<file path="config.mk">
export PLATFORM = sky130hd
export DESIGN_NAME = obi_arbiter_2to1
export DESIGN_NICKNAME = d
export VERILOG_FILES = /design/src/rtl/obi_arbiter_2to1.sv
export SDC_FILE = /design/constraint.sdc
export NUM_CORES = 1
export LEC_CHECK = 0
export BUFFER_PORTS_ARGS = -buffer_cell sky130_fd_sc_hd__buf_2
export CAP_MARGIN = 5
export CORE_AREA = 2 2 123 125
export DETAILED_ROUTE_END_ITERATION = 16
export DIE_AREA = 0 0 125 127
export PLACE_DENSITY = 0.59
export SYNTH_ARGS = -nofsm -noshare
export SYNTH_HDL_FRONTEND = slang
export SYNTH_SLANG_ARGS = --single-unit
</file>
<file path="constraint.sdc">
create_clock -name clk_i -period 1.97 [get_ports clk_i]
set_input_delay 0 -clock clk_i [delete_from_list [all_inputs] [get_ports clk_i]]
set_output_delay 0 -clock clk_i [all_outputs]
set_load 0.02 [all_outputs]
</file>
<file path="src/rtl/obi_arbiter_2to1.sv">
// Two-master to one-slave OBI arbiter: round-robin address phase, in-order response routing via an ID FIFO.
// Latency: zero added cycles on request, grant and response paths (all combinational through).
// Backpressure: s_gnt_i stalls the selected master (lock holds it); a full ID FIFO masks s_req_o.

module obi_fifo #(
  parameter int WIDTH = 1,
  parameter int DEPTH = 2
) (
  input  logic             clk_i,
  input  logic             rst_i,
  input  logic             push,
  input  logic [WIDTH-1:0] push_dat,
  input  logic             pop,
  output logic [WIDTH-1:0] pop_dat,
  output logic             empty,
  output logic             full
);
  localparam int PTR_W = (DEPTH > 1) ? $clog2(DEPTH) : 1;
  localparam int CNT_W = $clog2(DEPTH + 1);

  logic [WIDTH-1:0] mem [DEPTH];
  logic [PTR_W-1:0] wr_ptr, rd_ptr;
  logic [CNT_W-1:0] cnt;
  logic             do_push, do_pop;

  // Pointers wrap explicitly so non-power-of-two depths work.
  function automatic logic [PTR_W-1:0] ptr_inc(input logic [PTR_W-1:0] p);
    return (p == PTR_W'(DEPTH - 1)) ? '0 : p + PTR_W'(1);
  endfunction

  assign do_push = push & ~full;
  assign do_pop  = pop & ~empty;
  assign empty   = (cnt == '0);
  assign full    = (cnt == CNT_W'(DEPTH));
  assign pop_dat = mem[rd_ptr];

  always_ff @(posedge clk_i) begin
    if (do_push) mem[wr_ptr] <= push_dat;
  end

  always_ff @(posedge clk_i or posedge rst_i) begin
    if (rst_i) begin
      wr_ptr <= '0;
      rd_ptr <= '0;
      cnt    <= '0;
    end else begin
      if (do_push) wr_ptr <= ptr_inc(wr_ptr);
      if (do_pop)  rd_ptr <= ptr_inc(rd_ptr);
      case ({do_push, do_pop})
        2'b10:   cnt <= cnt + CNT_W'(1);
        2'b01:   cnt <= cnt - CNT_W'(1);
        default: cnt <= cnt;
      endcase
    end
  end
endmodule

module obi_arbiter_2to1 #(
  parameter int ADDR_WIDTH      = 32,
  parameter int DATA_WIDTH      = 32,
  parameter int MAX_OUTSTANDING = 2
) (
  input  logic                    clk_i,
  input  logic                    rst_i,
  input  logic                    m0_req_i,
  output logic                    m0_gnt_o,
  input  logic [ADDR_WIDTH-1:0]   m0_addr_i,
  input  logic                    m0_we_i,
  input  logic [DATA_WIDTH/8-1:0] m0_be_i,
  input  logic [DATA_WIDTH-1:0]   m0_wdata_i,
  output logic                    m0_rvalid_o,
  output logic [DATA_WIDTH-1:0]   m0_rdata_o,
  input  logic                    m1_req_i,
  output logic                    m1_gnt_o,
  input  logic [ADDR_WIDTH-1:0]   m1_addr_i,
  input  logic                    m1_we_i,
  input  logic [DATA_WIDTH/8-1:0] m1_be_i,
  input  logic [DATA_WIDTH-1:0]   m1_wdata_i,
  output logic                    m1_rvalid_o,
  output logic [DATA_WIDTH-1:0]   m1_rdata_o,
  output logic                    s_req_o,
  input  logic                    s_gnt_i,
  output logic [ADDR_WIDTH-1:0]   s_addr_o,
  output logic                    s_we_o,
  output logic [DATA_WIDTH/8-1:0] s_be_o,
  output logic [DATA_WIDTH-1:0]   s_wdata_o,
  input  logic                    s_rvalid_i,
  input  logic [DATA_WIDTH-1:0]   s_rdata_i,
  output logic                    err_o
);
  logic sel, sel_req, hs;
  logic lock_vld, lock_idx, prio;
  logic fifo_full, fifo_empty, head;

  always_comb begin
    sel = prio;
    if (lock_vld)                  sel = lock_idx;
    else if (m0_req_i ^ m1_req_i)  sel = m1_req_i;
  end

  assign sel_req = sel ? m1_req_i : m0_req_i;
  // Full masks the request even if a pop lands this cycle: no rvalid->gnt path.
  assign s_req_o = sel_req & ~fifo_full;
  assign hs      = s_req_o & s_gnt_i;

  always_comb begin
    s_addr_o  = '0;
    s_we_o    = 1'b0;
    s_be_o    = '0;
    s_wdata_o = '0;
    if (s_req_o) begin
      s_addr_o  = sel ? m1_addr_i  : m0_addr_i;
      s_we_o    = sel ? m1_we_i    : m0_we_i;
      s_be_o    = sel ? m1_be_i    : m0_be_i;
      s_wdata_o = sel ? m1_wdata_i : m0_wdata_i;
    end
  end

  assign m0_gnt_o    = hs & ~sel;
  assign m1_gnt_o    = hs & sel;
  assign m0_rvalid_o = s_rvalid_i & ~fifo_empty & ~head;
  assign m1_rvalid_o = s_rvalid_i & ~fifo_empty & head;
  assign m0_rdata_o  = s_rdata_i;
  assign m1_rdata_o  = s_rdata_i;

  always_ff @(posedge clk_i or posedge rst_i) begin
    if (rst_i) begin
      lock_vld <= 1'b0;
      lock_idx <= 1'b0;
      prio     <= 1'b0;
      err_o    <= 1'b0;
    end else begin
      if (hs) begin
        lock_vld <= 1'b0;
        prio     <= ~sel;
      end else if (s_req_o) begin
        lock_vld <= 1'b1;
        lock_idx <= sel;
      end else if (lock_vld && !sel_req) begin
        // Master withdrew a stalled request; just release the lock.
        lock_vld <= 1'b0;
      end
      if (s_rvalid_i && fifo_empty) err_o <= 1'b1;
    end
  end

  obi_fifo #(.WIDTH(1), .DEPTH(MAX_OUTSTANDING)) u_id_fifo (
    .clk_i    (clk_i),
    .rst_i    (rst_i),
    .push     (hs),
    .push_dat (sel),
    .pop      (s_rvalid_i),
    .pop_dat  (head),
    .empty    (fifo_empty),
    .full     (fifo_full)
  );
endmodule
</file>
# --- Yosys cells after proc, flatten, opt, wreduce, memory -nomap -nowiden ---
# Memories as Yosys holds them, arrays and structs flattened.
# Cells that the tools add are included.
# W data, S select, Z words.
totals:
  regBits: 8
  mem_bits_rw: 2
  in_bits: 176
  out_inout_bits: 139
  wordCells: 55
  mem_count: 1
op_classes:
  add_sub_neg: 4
  eq_ne: 3
  n_mux: 19
  bitwise_logic: 14
  n_reduce_logical: 7
memory_table:
  columns: ["name", "words", "word_bits", "rd", "rd_ports_with_merged_regs", "write_ports", "line", "text"]
  rows:
  - ["u_id_fifo.mem", 2, 1, 1, 0, 1, "21", "logic [WIDTH-1:0] mem [DEPTH];"]
op_table:
  columns: ["op", "n"]
  rows:
  - ["$mux W32", 4]
  - ["$mux W1", 12]
  - ["$and A1 B1 Y1", 8]
  - ["$mux W4", 2]
  - ["$not A1 Y1", 5]
  - ["$eq A2 B2 Y1 const B", 2]
  - ["$pmux W2 S2", 1]
  - ["$reduce_bool A3 Y1", 1]
  - ["$add A1 B1 Y1 const B", 2]
  - ["$add A2 B1 Y2 const B", 1]
  - ["$eq A2 B1 Y1 const B", 1]
  - ["$logic_and A1 B1 Y1", 2]
  - ["$logic_not A2 Y1", 1]
  - ["$reduce_and A2 Y1", 1]
  - ["$reduce_bool A2 Y1", 1]
  - ["$sub A2 B1 Y2 const B", 1]
  - ["$logic_not A1 Y1", 1]
  - ["$xor A1 B1 Y1", 1]

# --- Longest topological paths before layout ---
# Gate-level depths: netlist of run 1.
depth:
  word_depth: 9
  depth_mapped: 8
  ltp_nobuf: 8

# --- Hierarchy ---
# Synthesis of run 1 repeated with hierarchy kept, for this count alone.
unflattened:
  hier_cells: 377
  area_unflattened_um2: 3134.3
modules_own_cells:
  columns: ["mod", "n_inst", "cells_per_inst", "area_per_inst_um2", "seq_area_each_um2"]
  rows:
  - ["obi_arbiter_2to1", 1, 355, 2862.7, 100.1]
  - ["obi_fifo", 1, 22, 271.5, 160.2]

# --- Least setup slack after synthesis of run 1 ---
# Ideal clock, no wire load.
synth_path:
  path_type: "flip-flop to flip-flop"
  start: "reg lock_vld"
  end: "reg u_id_fifo.cnt[1]"
  setup_time_ps: 79
  arrival_time_ps: 1634
  required_ps: 1891
  path_slack_ps: 257
  stages_incl_launch_ff: 8
  n_path_buf: 0
  period_less_slack_ps: 1713
  path_cell_list: "dfrtp_1 -> and3b_1 -> nand3b_1 -> nor2_1 -> inv_1 -> ha_1 -> nor2_1 -> xor2_1"
synth_via:
  elab_chain_len: 7
  word_cells_on_any_way: 9
  cone_classes: "eq/ne (2); mux (3); bitwise (3); reduce/logical (1)"
synth_rtl:
  columns: ["element", "line", "text"]
  rows:
  - ["from (decl)", "92", "logic lock_vld, lock_idx, prio;"]
  - ["from (signal assigned)", "128", "lock_vld <= 1'b0;"]
  - ["from (signal assigned)", "134", "lock_vld <= 1'b0;"]
  - ["from (signal assigned)", "137", "lock_vld <= 1'b1;"]
  - ["$mux W1 (*)", "97", "if (lock_vld) sel = lock_idx;"]
  - ["$mux W1 (*)", "101", "assign sel_req = sel ? m1_req_i : m0_req_i;"]
  - ["$and A1 B1 Y1 (*)", "103", "assign s_req_o = sel_req & ~fifo_full;"]
  - ["$and A1 B1 Y1 (*)", "104", "assign hs = s_req_o & s_gnt_i;"]
  - ["$and A1 B1 Y1 (*)", "31", "assign do_push = push & ~full;"]
  - ["$eq A2 B1 Y1 or $eq A2 B2 Y1 (tied branches)", "49", "case ({do_push, do_pop})"]
  - ["$pmux W2 S2 or $reduce_bool A2 Y1 (tied branches)", null, null]
  - ["to (signal assigned)", "50", "2'b10: cnt <= cnt + CNT_W'(1);"]
  - ["to (signal assigned)", "51", "2'b01: cnt <= cnt - CNT_W'(1);"]
  - ["to (signal assigned)", "52", "default: cnt <= cnt;"]
  - ["to (decl)", "23", "logic [CNT_W-1:0] cnt;"]
# Mark *: on every way between the ends. The rest lies on a longest branch, timed or not.
# A chain may end at the register's enable or synchronous reset.

# --- Worst setup path after layout of run 1 ---
layout_path:
  start: "reg lock_vld"
  end: "out s_wdata_o[26]"
layout_via:
  elab_chain_len: 4
  word_cells_on_any_way: 5
  cone_classes: "mux (4); bitwise (1)"
layout_rtl:
  columns: ["element", "line", "text"]
  rows:
  - ["$mux W1 (*)", "97", null]
  - ["$mux W1", "101", null]
  - ["$and A1 B1 Y1", "103", null]
  - ["$mux W32 (*)", "111", "if (s_req_o) begin"]
  - ["to (decl)", "86", "output logic [DATA_WIDTH-1:0] s_wdata_o,"]
# Marked as above.

==> metrics.log, run 1 <==
[metrics] routability-driven placement congestion ratio: 0.752
[metrics] synthesized-area fraction occupied by xor and xnor cells: about 1.7%
[metrics] Final Worst Setup Slack: 65.2 ps
[metrics] main combinational cell family by area after synthesis: compound AO/OA/AOI/OAI gates
[metrics] Die Span Y: around 130 um
[metrics] worst slack, placed: ~220 ps
[metrics] register clock-pin slew on the reported worst setup and hold paths: roughly 40 ps
[metrics] CTS tree: yes
[metrics] via count: about 3000
[metrics] outcome: finished clean
[metrics] footprint of the multi-input gates: 0.00159 mm^2
[metrics] Clock Root Buffer: sky130_fd_sc_hd__clkbuf_16
[metrics] Worst IR Drop VDD: 0.000617 V
[metrics] area of the core region: between 0.01 and 0.015 mm^2
[metrics] Setup Skew: 1.22 ps
[metrics] post-synthesis sequential element count: 10
[metrics] synth warn: 0
[metrics] detailed router's first-iteration violation count: around 140
[metrics] Clock Latency Late Sink: roughly 240 ps
[metrics] mux contribution to synthesized area: under 10%
[metrics] biggest cell delay along the critical path: between 400 and 500 ps
[metrics] Post-Synth Simple-Gate Area: between 10% and 20%
[metrics] antenna violations before repair: 0
[metrics] RSZ-0062 raised after global routing: no
[metrics] Post-route DRC: 0
[metrics] min-delay worst type: in -> out
[metrics] worst setup path category: reg -> out
[metrics] total of fill cells in the finished design: 1643
[metrics] count of pins over their slew limit: 0
[metrics] arrival time at the worst endpoint: 1900 ps
[metrics] measured slew at the worst slew-check pin: 420 ps
[metrics] count of nets after finishing: 678
[metrics] leakage power figure: 1.65 nW
[metrics] startpoint types: flop
[metrics] share of synthesized area occupied by flip-flops and latches: around 10%
[metrics] critical path fanouts, max: 37
[metrics] synthesized area per cell: 6.97 um^2
[metrics] register cell area after layout: 260 um^2
[metrics] period utilisation layout: 96.7%
[metrics] synthesized area: 0.00253 mm^2
[metrics] GR Util All Layers: approximately 10%
[metrics] full die area: 0.0159 mm^2
[metrics] Antenna Cells: 0
[metrics] Worst Path Required: 1970 ps
[metrics] endpoints failing setup: 0
[metrics] global route overflow: 0
[metrics] Critical Path End Type: primary output
[metrics] maximum number of pins on one net before global-route repair: 70
[metrics] syn nets: 540
[metrics] H-tree level count: 1
[metrics] cell family with the largest share of critical-path delay: simple AND/OR/NAND/NOR gates
[metrics] vias in the first global route: 2877
[metrics] Crit path buffers/inverters: 2
[metrics] time the final worst path needs with I/O delays and setup: approximately 1900 ps
[metrics] number of I/O pins: 315
[metrics] number of sinks driven by the clock tree: 10
[metrics] Area growth syn-to-layout: 37.4%
[metrics] number of rows created at floorplan: 44
[metrics] max-cap violations: 0
[metrics] power density normalized to cell area: 1560 mW/mm^2
[metrics] detail-routed via count per cell: around 4.4
[metrics] antenna-violating nets left: 0
[metrics] distinct cell type count after synthesis: 32
[metrics] starting utilization of the core area: 17.5%
[metrics] Achievable Freq: 525 MHz
[metrics] number of buffers added by the clock tree synthesis step: 3
[metrics] Relative slew margins: 71.7%
[metrics] I/O Buffers: approximately 220
[metrics] Total Neg Setup Slack: 0 ps
[metrics] HPWL reported at the end of detailed placement: 6790 um
[metrics] post-synthesis instance total: 363
[metrics] final count of hold timing violations: 0
[metrics] compound-cell area share of the yosys netlist: between 40% and 50%
[metrics] Cell Chain, Critical Path: and3b_1, or3_4, buf_16, a21oi_2, buf_4
[metrics] buffer levels on the longest clock path: 2
[metrics] slowest stage cell on the critical path: sky130_fd_sc_hd__or3_4
[metrics] global-route wire length before repair: roughly 14000 um
[metrics] router iterations before antenna repair: 4
[metrics] fraction of final layout cells sized beyond drive strength 1: 62.4%
[metrics] final wirelength: 9000 um
[metrics] width of the die: around 130 um
[metrics] share of synthesized cell area in full adder, half adder and majority cells: less than 1%
[metrics] Avg WL per Cell: 13.2 um
Yosys cell counts:
cell	instances	area, um^2
sky130_fd_sc_hd__or3_1	1	6.26
sky130_fd_sc_hd__nand2b_1	3	18.8
sky130_fd_sc_hd__edfxtp_1	2	60.1
sky130_fd_sc_hd__xor2_1	2	17.5
sky130_fd_sc_hd__o211a_2	1	10.0
sky130_fd_sc_hd__and2_1	2	12.5
sky130_fd_sc_hd__buf_2	4	20.0
sky130_fd_sc_hd__o41ai_1	1	8.76
sky130_fd_sc_hd__mux2i_1	2	20.0
sky130_fd_sc_hd__clkbuf_1	26	97.6
sky130_fd_sc_hd__nor2b_1	3	18.8
sky130_fd_sc_hd__a21oi_2	70	613
sky130_fd_sc_hd__o211ai_2	1	12.5
sky130_fd_sc_hd__nand2_1	2	7.51
sky130_fd_sc_hd__dfrtp_1	8	200
sky130_fd_sc_hd__and3b_1	1	8.76
sky130_fd_sc_hd__nor3_1	3	15.0
sky130_fd_sc_hd__nand3b_1	1	7.51
sky130_fd_sc_hd__nor2_1	5	18.8
sky130_fd_sc_hd__inv_1	5	18.8
sky130_fd_sc_hd__o31ai_1	1	7.51
sky130_fd_sc_hd__a21oi_1	1	5.00
sky130_fd_sc_hd__o221ai_1	1	8.76
sky130_fd_sc_hd__ha_1	1	12.5
sky130_fd_sc_hd__o21ai_0	70	350
sky130_fd_sc_hd__inv_2	1	3.75
sky130_fd_sc_hd__a21o_1	1	7.51
sky130_fd_sc_hd__xnor2_1	3	26.3
sky130_fd_sc_hd__buf_6	7	78.8
sky130_fd_sc_hd__mux2_2	1	11.3
sky130_fd_sc_hd__nand3_1	69	345
sky130_fd_sc_hd__buf_4	64	480
metrics by stage:
stage | total power [W] | utilization, % | hold slack, ps | instances | instance area, um^2
2_1_floorplan | 0.00389 | - | -184 | 363 | 2530
3_3_place_gp | 0.00501 | 23.1 | -27.2 | 675 | 3340
3_5_place_dp | 0.00502 | 23.1 | -19.1 | 675 | 3340
4_1_cts | 0.00543 | 23.9 | 0.200 | 683 | 3450
5_1_grt | 0.00591 | 24.1 | 0.0430 | 684 | 3480
6_report | 0.00544 | 24.1 | 0.00974 | 684 | 3480
cell usage in the layout, fill, tap and decap left out, types with 2 or more instances in the layout:
| master | Yosys | layout |
|---|---|---|
| sky130_fd_sc_hd__nor2_1 | 5 | 5 |
| sky130_fd_sc_hd__buf_4 | 64 | 8 |
| sky130_fd_sc_hd__o21ai_0 | 70 | 67 |
| sky130_fd_sc_hd__nor2b_1 | 3 | 3 |
| sky130_fd_sc_hd__mux2i_1 | 2 | 2 |
| sky130_fd_sc_hd__nor3_1 | 3 | 3 |
| sky130_fd_sc_hd__clkbuf_16 | 0 | 3 |
| sky130_fd_sc_hd__xnor2_1 | 3 | 3 |
| sky130_fd_sc_hd__nand3_1 | 69 | 69 |
| sky130_fd_sc_hd__nand2b_1 | 3 | 3 |
| sky130_fd_sc_hd__dlygate4sd3_1 | 0 | 2 |
| sky130_fd_sc_hd__xor2_1 | 2 | 2 |
| sky130_fd_sc_hd__buf_6 | 7 | 2 |
| sky130_fd_sc_hd__o21ai_1 | 0 | 3 |
| sky130_fd_sc_hd__inv_1 | 5 | 5 |
| sky130_fd_sc_hd__dfrtp_1 | 8 | 8 |
| sky130_fd_sc_hd__a21oi_2 | 70 | 70 |
| sky130_fd_sc_hd__buf_2 | 4 | 217 |
| sky130_fd_sc_hd__buf_12 | 0 | 4 |
| sky130_fd_sc_hd__edfxtp_1 | 2 | 2 |
where the power goes:
group / switching [W] / internal [W] / total (W) / leakage (nW)
logic: 0.00301 / 0.00167 / 0.00467 / 1.50
registers: 0.0000943 / 0.000308 / 0.000402 / 0.110
clock network: 0.0000955 / 0.000266 / 0.000362 / 0.0385
registers in the layout (all words and copies together), names as in the netlist:
register	cells
err_o	1
lock_vld	1
prio	1
u_id_fifo.rd_ptr	1
u_id_fifo.wr_ptr	1
u_id_fifo.cnt	2
u_id_fifo.mem	2
lock_idx	1
kinds of logic (layout without fill, tap and decap cells):
logic type      Yosys count  after routing
simple gates             90             90
fa+ha+maj                 1              1
compound gates          147            147
mux                       3              3
buf+inv                 107            244
flops                    10             10
xor+xnor                  5              5
area by class of cell:
class	count	area share, %
Timing Repair Buffer	234	37.3
Tap cell	184	6.62
Sequential cell	10	7.49
Clock inverter	1	0.108
Multi-Input combinational cell	246	45.7
Inverter	6	0.648
Clock buffer	3	2.16
what timing repair did:
| action | 4_1_cts | 5_1_grt |
|---|---|---|
| resized for setup | 0 | 7 |
| buffers inserted | 2 | 1 |
| endpoints found under the setup margin | 1 | 39 |
| hold buffers | 2 | 0 |
| gates cloned | 0 | 0 |
| pin swaps | 0 | 1 |
| hold endpoints to repair | 9 | 0 |
path summary, 6_finish.rpt:
kind | start | end | slack, ps | cells past startpoint
max | lock_vld$_DFFE_PP0P_ | s_wdata_o[26] | 70 | 5
min | s_rdata_i[28] | m0_rdata_o[28] | 0.01 | 0
max reg2reg | lock_vld$_DFFE_PP0P_ | u_id_fifo.cnt[1]$_DFFE_PP0P_ | 240 | 7
min reg2reg | err_o$_DFFE_PP0P_ | err_o$_DFFE_PP0P_ | 450 | 1
max in group asynchronous | rst_i | prio$_DFFE_PP0N_ | 1450 | 3
min in group asynchronous | rst_i | u_id_fifo.cnt[0]$_DFFE_PP0P_ | 270 | 3
per-layer routing:
| metal | part of all wire [%] | track usage [%] | vias up |
|---|---|---|---|
| li1 | - | - | 1491 |
| met1 | 42 | 12.8 | 1326 |
| met2 | 47 | 17.5 | 172 |
| met3 | 10 | 3.06 | 17 |
| met4 | 1.5 | 2.55 | 0 |
| met5 | 0 | 0 | - |
worst register-to-register path, cell delays in order, from the launching register on:
cell	delay [ps]
sky130_fd_sc_hd__dfrtp_1	430
sky130_fd_sc_hd__and3b_1	230
sky130_fd_sc_hd__nand3b_1	210
sky130_fd_sc_hd__nor2_1	150
sky130_fd_sc_hd__inv_1	60
sky130_fd_sc_hd__ha_1	300
sky130_fd_sc_hd__nor2_1	130
sky130_fd_sc_hd__xor2_1	140
Power figures use the tool's default switching activity.
==> run 2: changes to the inputs <==
--- a/config.mk
+++ b/config.mk
@@ -13,2 +13,3 @@
 export PLACE_DENSITY = 0.59
+export SETUP_SLACK_MARGIN = 0.15
 export SYNTH_ARGS = -nofsm -noshare
--- a/constraint.sdc
+++ b/constraint.sdc
@@ -3,2 +3,2 @@
 set_output_delay 0 -clock clk_i [all_outputs]
-set_load 0.02 [all_outputs]
+set_load 0.05 [all_outputs]
==> run 2 against run 1 <==
Combinational power is 61% higher. Total power grew 53%. Worst setup slack got worse by 18 ps. First-iteration DRC count is 32% lower. Core utilization is 3.5 points higher. Critical path type unchanged. Highest routed layer is now met5.
==> metrics.log, run 2 (synthesis gave the netlist of run 1 again) <==
[metrics] outcome: finished clean
[metrics] Total Neg Setup Slack: 0 ps (unchanged)
[metrics] routability-driven placement congestion ratio: 0.702 (-6.7%)
[metrics] Relative slew margins: 77.0% (+5.2 points)
[metrics] Area growth syn-to-layout: 57.6%
[metrics] final count of hold timing violations: 0 (unchanged)
[metrics] worst setup path category: reg -> out
[metrics] leading cell type in the layout, fill and taps excluded: sky130_fd_sc_hd__buf_2
[metrics] detail-routed via count per cell: 4.58 (+4.2%)
[metrics] maximum number of pins on one net before global-route repair: 70 (unchanged)
[metrics] HPWL reported at the end of detailed placement: 6720 um (-1.1%)
[metrics] number of buffers added by the clock tree synthesis step: 3 (unchanged)
[metrics] max-cap violations: 0 (unchanged)
[metrics] area of the core region: 0.0144 mm^2 (unchanged)
[metrics] startpoint types: flop
[metrics] antenna violations before repair: 1 (+1)
[metrics] RSZ-0062 raised after global routing: yes
[metrics] I/O Buffers: 218 (unchanged)
[metrics] GR Util All Layers: 11.6% (+1.3 points)
[metrics] number of I/O pins: 315 (unchanged)
[metrics] total of fill cells in the finished design: 1543 (-6.1%)
[metrics] Antenna Cells: 0 (unchanged)
[metrics] footprint of the multi-input gates: 0.00164 mm^2 (+3.3%)
[metrics] Achievable Freq: 520 MHz (-0.96%)
[metrics] via count: 3133 (+4.2%)
[metrics] count of pins over their slew limit: 0 (unchanged)
[metrics] arrival time at the worst endpoint: 1920 ps (+20 ps)
[metrics] time the final worst path needs with I/O delays and setup: 1920 ps (+18.5 ps)
[metrics] PnR Total Power: 0.00835 W (+53%)
[metrics] endpoint of the most critical register-to-register path: u_id_fifo.cnt[1]$_DFFE_PP0P_
[metrics] number of rows created at floorplan: 44 (unchanged)
[metrics] starting utilization of the core area: 17.5% (unchanged)
[metrics] count of nets after finishing: 678 (unchanged)
[metrics] largest registers: u_id_fifo.cnt x2, u_id_fifo.mem x2
[metrics] power density normalized to cell area: 2090 mW/mm^2 (+34%)
[metrics] worst reg2reg path depth: 8 (+1)
[metrics] vias in the first global route: 3045 (+5.8%)
[metrics] CTS tree: yes
[metrics] most frequent cells in the layout: sky130_fd_sc_hd__buf_2, sky130_fd_sc_hd__nand3_1, sky130_fd_sc_hd__buf_6
[metrics] endpoint with the worst hold slack: m1_rdata_o[22]
[metrics] source of the worst hold timing path: s_rdata_i[22]
[metrics] Clock Latency Late Sink: 240 ps (about the same)
[metrics] min-delay worst type: in -> out
[metrics] antenna-violating nets left: 0 (unchanged)
[metrics] Critical Path End Type: primary output
[metrics] leakage power figure: 1.75 nW (+6.2%)
[metrics] Worst IR Drop VDD: 0.000881 V (+43%)
[metrics] buffer levels on the longest clock path: 2 (unchanged)
[metrics] number of sinks driven by the clock tree: 10 (unchanged)
[metrics] Setup Skew: 1.96 ps (+0.749 ps)
[metrics] period utilisation layout: 97.6% (+0.94 points)
[metrics] critical path fanouts, max: 41 (+11%)
[metrics] Reg2Reg Setup Slack: 220 ps (-20 ps)
[metrics] register cell area after layout: 262 um^2 (+0.48%)
[metrics] Post-route DRC: 0 (unchanged)
[metrics] H-tree level count: 1 (unchanged)
[metrics] measured slew at the worst slew-check pin: 345 ps (-74.5 ps)
[metrics] final wirelength: 9970 um (+11%)
[metrics] register clock-pin slew on the reported worst setup and hold paths: 40 ps (about the same)
[metrics] full die area: 0.0159 mm^2 (unchanged)
[metrics] reg2reg start: lock_vld$_DFFE_PP0P_
[metrics] detailed router's first-iteration violation count: 98 (-32%)
[metrics] global route overflow: 0 (unchanged)
[metrics] global-route wire length before repair: 15300 um (+9.5%)
[metrics] Clock Root Buffer: sky130_fd_sc_hd__clkbuf_16
[metrics] Worst Path Required: 1970 ps (about the same)
[metrics] fraction of final layout cells sized beyond drive strength 1: 63.6% (+1.2 points)
[metrics] Min-Delay Path Depth: 0 (unchanged)
[metrics] Die Span Y: 127 um (unchanged)
[metrics] width of the die: 125 um (unchanged)
[metrics] Avg WL per Cell: 14.6 um (+11%)
[metrics] router iterations before antenna repair: 5 (+1)
[metrics] endpoints failing setup: 0 (unchanged)
==> run 2: worst max-delay path by stage <==
| stage | start | to | slack [ps] | depth (start not counted) |
|---|---|---|---|---|
| after floorplan | lock_idx$_DFFE_PP0P_ | m0_gnt_o | 190 | 6 |
| after global placement | lock_vld$_DFFE_PP0P_ | u_id_fifo.cnt[1]$_DFFE_PP0P_ | 230 | 7 |
| after detailed placement | lock_vld$_DFFE_PP0P_ | u_id_fifo.cnt[1]$_DFFE_PP0P_ | 170 | 7 |
| after CTS | lock_vld$_DFFE_PP0P_ | s_be_o[0] | 60 | 6 |
| after global routing | lock_vld$_DFFE_PP0P_ | s_wdata_o[19] | 2 | 6 |
| final | lock_vld$_DFFE_PP0P_ | s_be_o[0] | 50 | 6 |
==> run 2: critical path, stage by stage (launching register included) <==
cell and delay, ps:
sky130_fd_sc_hd__dfrtp_2 440, sky130_fd_sc_hd__nand2b_1 110, sky130_fd_sc_hd__a21oi_2 110, sky130_fd_sc_hd__or3_4 440, sky130_fd_sc_hd__buf_12 210, sky130_fd_sc_hd__a21oi_2 170
sky130_fd_sc_hd__buf_6 170
==> run 2: metrics by stage <==
stage	worst slack [ps]	hold WS, ps	cells	cell area, um^2	utilization [%]
after floorplan	188	-184	363	2540	-
after global placement	234	-34.4	674	3350	23.2
after detailed placement	173	-19.0	674	3350	23.2
after CTS	63.1	0.497	683	3940	27.3
after global routing	1.93	0.107	684	3990	27.6
final	46.7	0.0242	684	3990	27.6
==> run 2: cell type report <==
| class | count | share of cell area, % |
|---|---|---|
| clock buffer | 4 | 2.23 |
| multi-input combinational | 246 | 41.1 |
| sequential | 10 | 6.56 |
| timing repair buffer | 234 | 43.7 |
| tap | 184 | 5.78 |
| inverter | 6 | 0.565 |
==> run 2: routing by layer <==
metal	GRT usage, %	part of all wire [%]	routed length, um
met1	12.7	38	3820
met2	21.9	50	5000
met3	3.27	9.9	989
met4	2.68	1.5	149
met5	0	0.16	16
==> run 2: power breakdown <==
part	switching (W)	internal [W]	total, W
registers	0.0000961	0.000310	0.000406
logic	0.00497	0.00256	0.00753
clock network	0.000101	0.000306	0.000407
==> run 2: what timing repair did <==
item / CTS / global route
pin swaps: 0 / 3
cloned: 1 / 0
gates resized for setup: 141 / 10
buffers inserted: 2 / 1
hold buffers: 2 / 0
hold endpoints to repair: 9 / 0
setup endpoints to repair: 70 / 72
==> run 3: changes to the inputs <==
PLACE_DENSITY = 0.6   (was 0.59)
clock period = 1.6 ns   (was 1.97 ns; I/O delays follow)
==> run 3 against run 2 <==
Global-route usage up 1.6 points. Highest routed layer is now met4. Total power rose by 45%. Register-to-register slack worse by 470 ps. Non-clock buffer count rose by 23. Sequential share of layout area is 1.2 points lower. The run now ends with negative setup slack left. Die area did not move. Worst setup slack lost 320 ps. Sequential power up 15%.
==> metrics.log, run 3 (synthesis gave the netlist of run 1 again) <==
[metrics] count of pins over their slew limit: 0 (unchanged)
[metrics] global route overflow: 0 (unchanged)
[metrics] slowest stage cell on the critical path: sky130_fd_sc_hd__or3_4
[metrics] power density normalized to cell area: 2520 mW/mm^2 (+20%)
[metrics] worst reg2reg path depth: 10 (+2)
[metrics] Worst IR Drop VDD: 0.00129 V (+47%)
[metrics] final design area excluding fillers: 0.00482 mm^2 (+21%)
[metrics] register clock-pin slew on the reported worst setup and hold paths: 40 ps (about the same)
[metrics] I/O Buffers: 218 (unchanged)
[metrics] detailed router's first-iteration violation count: 68 (-31%)
[metrics] max-cap violations: 0 (unchanged)
[metrics] width of the die: 125 um (unchanged)
[metrics] Die Span Y: 127 um (unchanged)
[metrics] Crit path buffers/inverters: 2 (unchanged)
[metrics] worst setup path category: reg -> out
[metrics] endpoint of the most critical register-to-register path: u_id_fifo.cnt[1]$_DFFE_PP0P_
[metrics] arrival time at the worst endpoint: 1870 ps (-50 ps)
[metrics] reg2reg start: lock_vld$_DFFE_PP0P_
[metrics] critical path fanouts, max: 17 (-59%)
[metrics] antenna-violating nets left: 0 (unchanged)
[metrics] period utilisation layout: 117%
[metrics] Setup Skew: 1.34 ps (-0.627 ps)
[metrics] starting utilization of the core area: 17.5% (unchanged)
[metrics] startpoint types: flop
[metrics] Clock Root Buffer: sky130_fd_sc_hd__clkbuf_16
[metrics] area of the core region: 0.0144 mm^2 (unchanged)
[metrics] endpoint of the most critical setup path: s_wdata_o[27]
[metrics] Final Worst Setup Slack: -270 ps (-317 ps)
[metrics] measured slew at the worst slew-check pin: 486 ps (+140 ps)
[metrics] endpoints failing setup: 79 (+79)
[metrics] Cell Chain, Critical Path: nand2b_1, a21oi_4, or3_4, buf_12, a21oi_4, buf_6
[metrics] leading cell type in the layout, fill and taps excluded: sky130_fd_sc_hd__buf_2
[metrics] RSZ-0062 raised after global routing: yes
[metrics] H-tree level count: 1 (unchanged)
[metrics] Critical Path End Type: primary output
[metrics] placed cell area: 0.00414 mm^2 (+23%)
[metrics] Worst Path Required: 1600 ps (-370 ps)
[metrics] GR Util All Layers: 13.2% (+1.6 points)
[metrics] fraction of final layout cells sized beyond drive strength 1: 66.0% (+2.4 points)
[metrics] outcome: complete, but fails checks
[metrics] buffer levels on the longest clock path: 2 (unchanged)
[metrics] total of fill cells in the finished design: 1536 (-0.45%)
[metrics] Area growth syn-to-layout: 90.4%
[metrics] number of buffers added by the clock tree synthesis step: 3 (unchanged)
[metrics] Post-route DRC: 0 (unchanged)
[metrics] cell family with the largest share of critical-path delay: simple AND/OR/NAND/NOR gates
[metrics] HPWL reported at the end of detailed placement: 8050 um (+20%)
[metrics] leakage power figure: 1.98 nW (+13%)
[metrics] post-route core utilization: 33.4% (+5.8 points)
[metrics] routability-driven placement congestion ratio: 0.742 (+5.7%)
[metrics] maximum number of pins on one net before global-route repair: 41 (-41%)
[metrics] number of sinks driven by the clock tree: 10 (unchanged)
[metrics] min-delay worst type: in -> out
[metrics] count of nets after finishing: 701 (+3.4%)
[metrics] number of rows created at floorplan: 44 (unchanged)
[metrics] largest registers: u_id_fifo.cnt x2, u_id_fifo.mem x2
[metrics] CTS tree: yes
[metrics] cell repeated most along the worst path: sky130_fd_sc_hd__a21oi_4
[metrics] full die area: 0.0159 mm^2 (unchanged)
[metrics] detail-routed via count per cell: 4.64 (+1.3%)
[metrics] vias in the first global route: 3578 (+18%)
[metrics] cell count along the critical path: 6 (unchanged)
[metrics] antenna violations before repair: 0 (-1)
[metrics] via count: 3281 (+4.7%)
[metrics] time the final worst path needs with I/O delays and setup: 1870 ps
[metrics] final wirelength: 11100 um (+11%)
[metrics] router iterations before antenna repair: 4 (-1)
[metrics] violated checks: negative setup slack
[metrics] most frequent cells in the layout: sky130_fd_sc_hd__buf_2, sky130_fd_sc_hd__buf_6, sky130_fd_sc_hd__a21oi_4
[metrics] Avg WL per Cell: 15.7 um (+7.7%)
[metrics] Achievable Freq: about 530 MHz
[metrics] final count of hold timing violations: 0 (unchanged)
[metrics] Clock Latency Late Sink: 240 ps (about the same)
[metrics] Relative slew margins: 67.3% (-9.7 points)
[metrics] Reg2Reg Setup Slack: -250 ps (-470 ps)
[metrics] Antenna Cells: 0 (unchanged)
[metrics] number of I/O pins: 315 (unchanged)
[metrics] global-route wire length before repair: 17800 um (+16%)
[metrics] biggest cell delay along the critical path: 470 ps (+30 ps)
[metrics] Critical path origin: lock_idx$_DFFE_PP0P_
-- run 3: cell types whose count changed in the layout (fill, tap and decap cells not counted), moves of 3 or more --
cell / before / now
sky130_fd_sc_hd__a21oi_2: 66 / 0
sky130_fd_sc_hd__a21oi_4: 4 / 70
sky130_fd_sc_hd__buf_12: 6 / 12
sky130_fd_sc_hd__buf_2: 149 / 146
sky130_fd_sc_hd__buf_4: 7 / 19
sky130_fd_sc_hd__buf_6: 69 / 76
-- run 3: repair_timing --
item	4_1_cts	5_1_grt
gates cloned	1	0
pin swaps	3	2
gates resized for setup	156	8
hold buffers	3	0
endpoints found under the setup margin	80	83
setup buffers	2	1
endpoints found under the hold margin	10	0
-- run 3: stage by stage --
step	power (W)	TNS (ps)	hold slack [ps]	setup WS, ps	cells
final	0.0121	-17740	0.0242	-270	707
after global routing	0.0127	-25160	0.108	-417	707
after CTS	0.0121	-18950	0.497	-281	706
after detailed placement	0.0101	-8010	-34.0	-138	696
after global placement	0.0101	-5060	-35.5	-98.0	696
after floorplan	0.00842	-4540	-184	-182	363
-- run 3: worst reg2reg max path, cell delays in order, from the launching register on --
cell and delay [ps]:
sky130_fd_sc_hd__dfrtp_1 390, sky130_fd_sc_hd__and3b_1 200, sky130_fd_sc_hd__buf_4 130, sky130_fd_sc_hd__buf_6 100, sky130_fd_sc_hd__nand3b_1 210, sky130_fd_sc_hd__nor2_2 150
sky130_fd_sc_hd__inv_2 60, sky130_fd_sc_hd__ha_4 160, sky130_fd_sc_hd__xnor2_2 120, sky130_fd_sc_hd__nor2_1 110, sky130_fd_sc_hd__xor2_1 140
-- run 3: power by group --
part | internal, W | total, W | switching, W
Combinational | 0.00412 | 0.0112 | 0.00708
Sequential | 0.000379 | 0.000468 | 0.0000887
Clock | 0.000334 | 0.000453 | 0.000119
-- run 3: cell type report --
cell class              count  area [um^2]  area share [%]
clock buffers               4         78.8            1.64
well taps                 184          230            4.78
flip-flops and latches     10          260            5.40
multi-input cells         246         2190            45.5
inverters                   6         26.3           0.546
repair buffers            257         2030            42.1
-- run 3: layer usage --
layer  up-vias  track usage [%]  part of all wire (%)
met1      1528             14.6                    36
met3        23             2.60                   7.9
li1       1543                -                     -
met4         0             4.38                   2.7
met2       187             25.2                    53
met5         -                0                     0
-- run 3: worst min path at each step --
stage,cells after the start,from,slack (ps),end
after floorplan,1,rst_i,-180,err_o$_DFFE_PP0P_
after global placement,2,rst_i,-40,u_id_fifo.rd_ptr$_DFFE_PP0P_
after detailed placement,2,rst_i,-30,u_id_fifo.rd_ptr$_DFFE_PP0P_
after CTS,0,s_rdata_i[2],0.5,m0_rdata_o[2]
after global routing,0,s_rdata_i[16],0.1,m1_rdata_o[16]
final,0,s_rdata_i[19],0.02,m1_rdata_o[19]
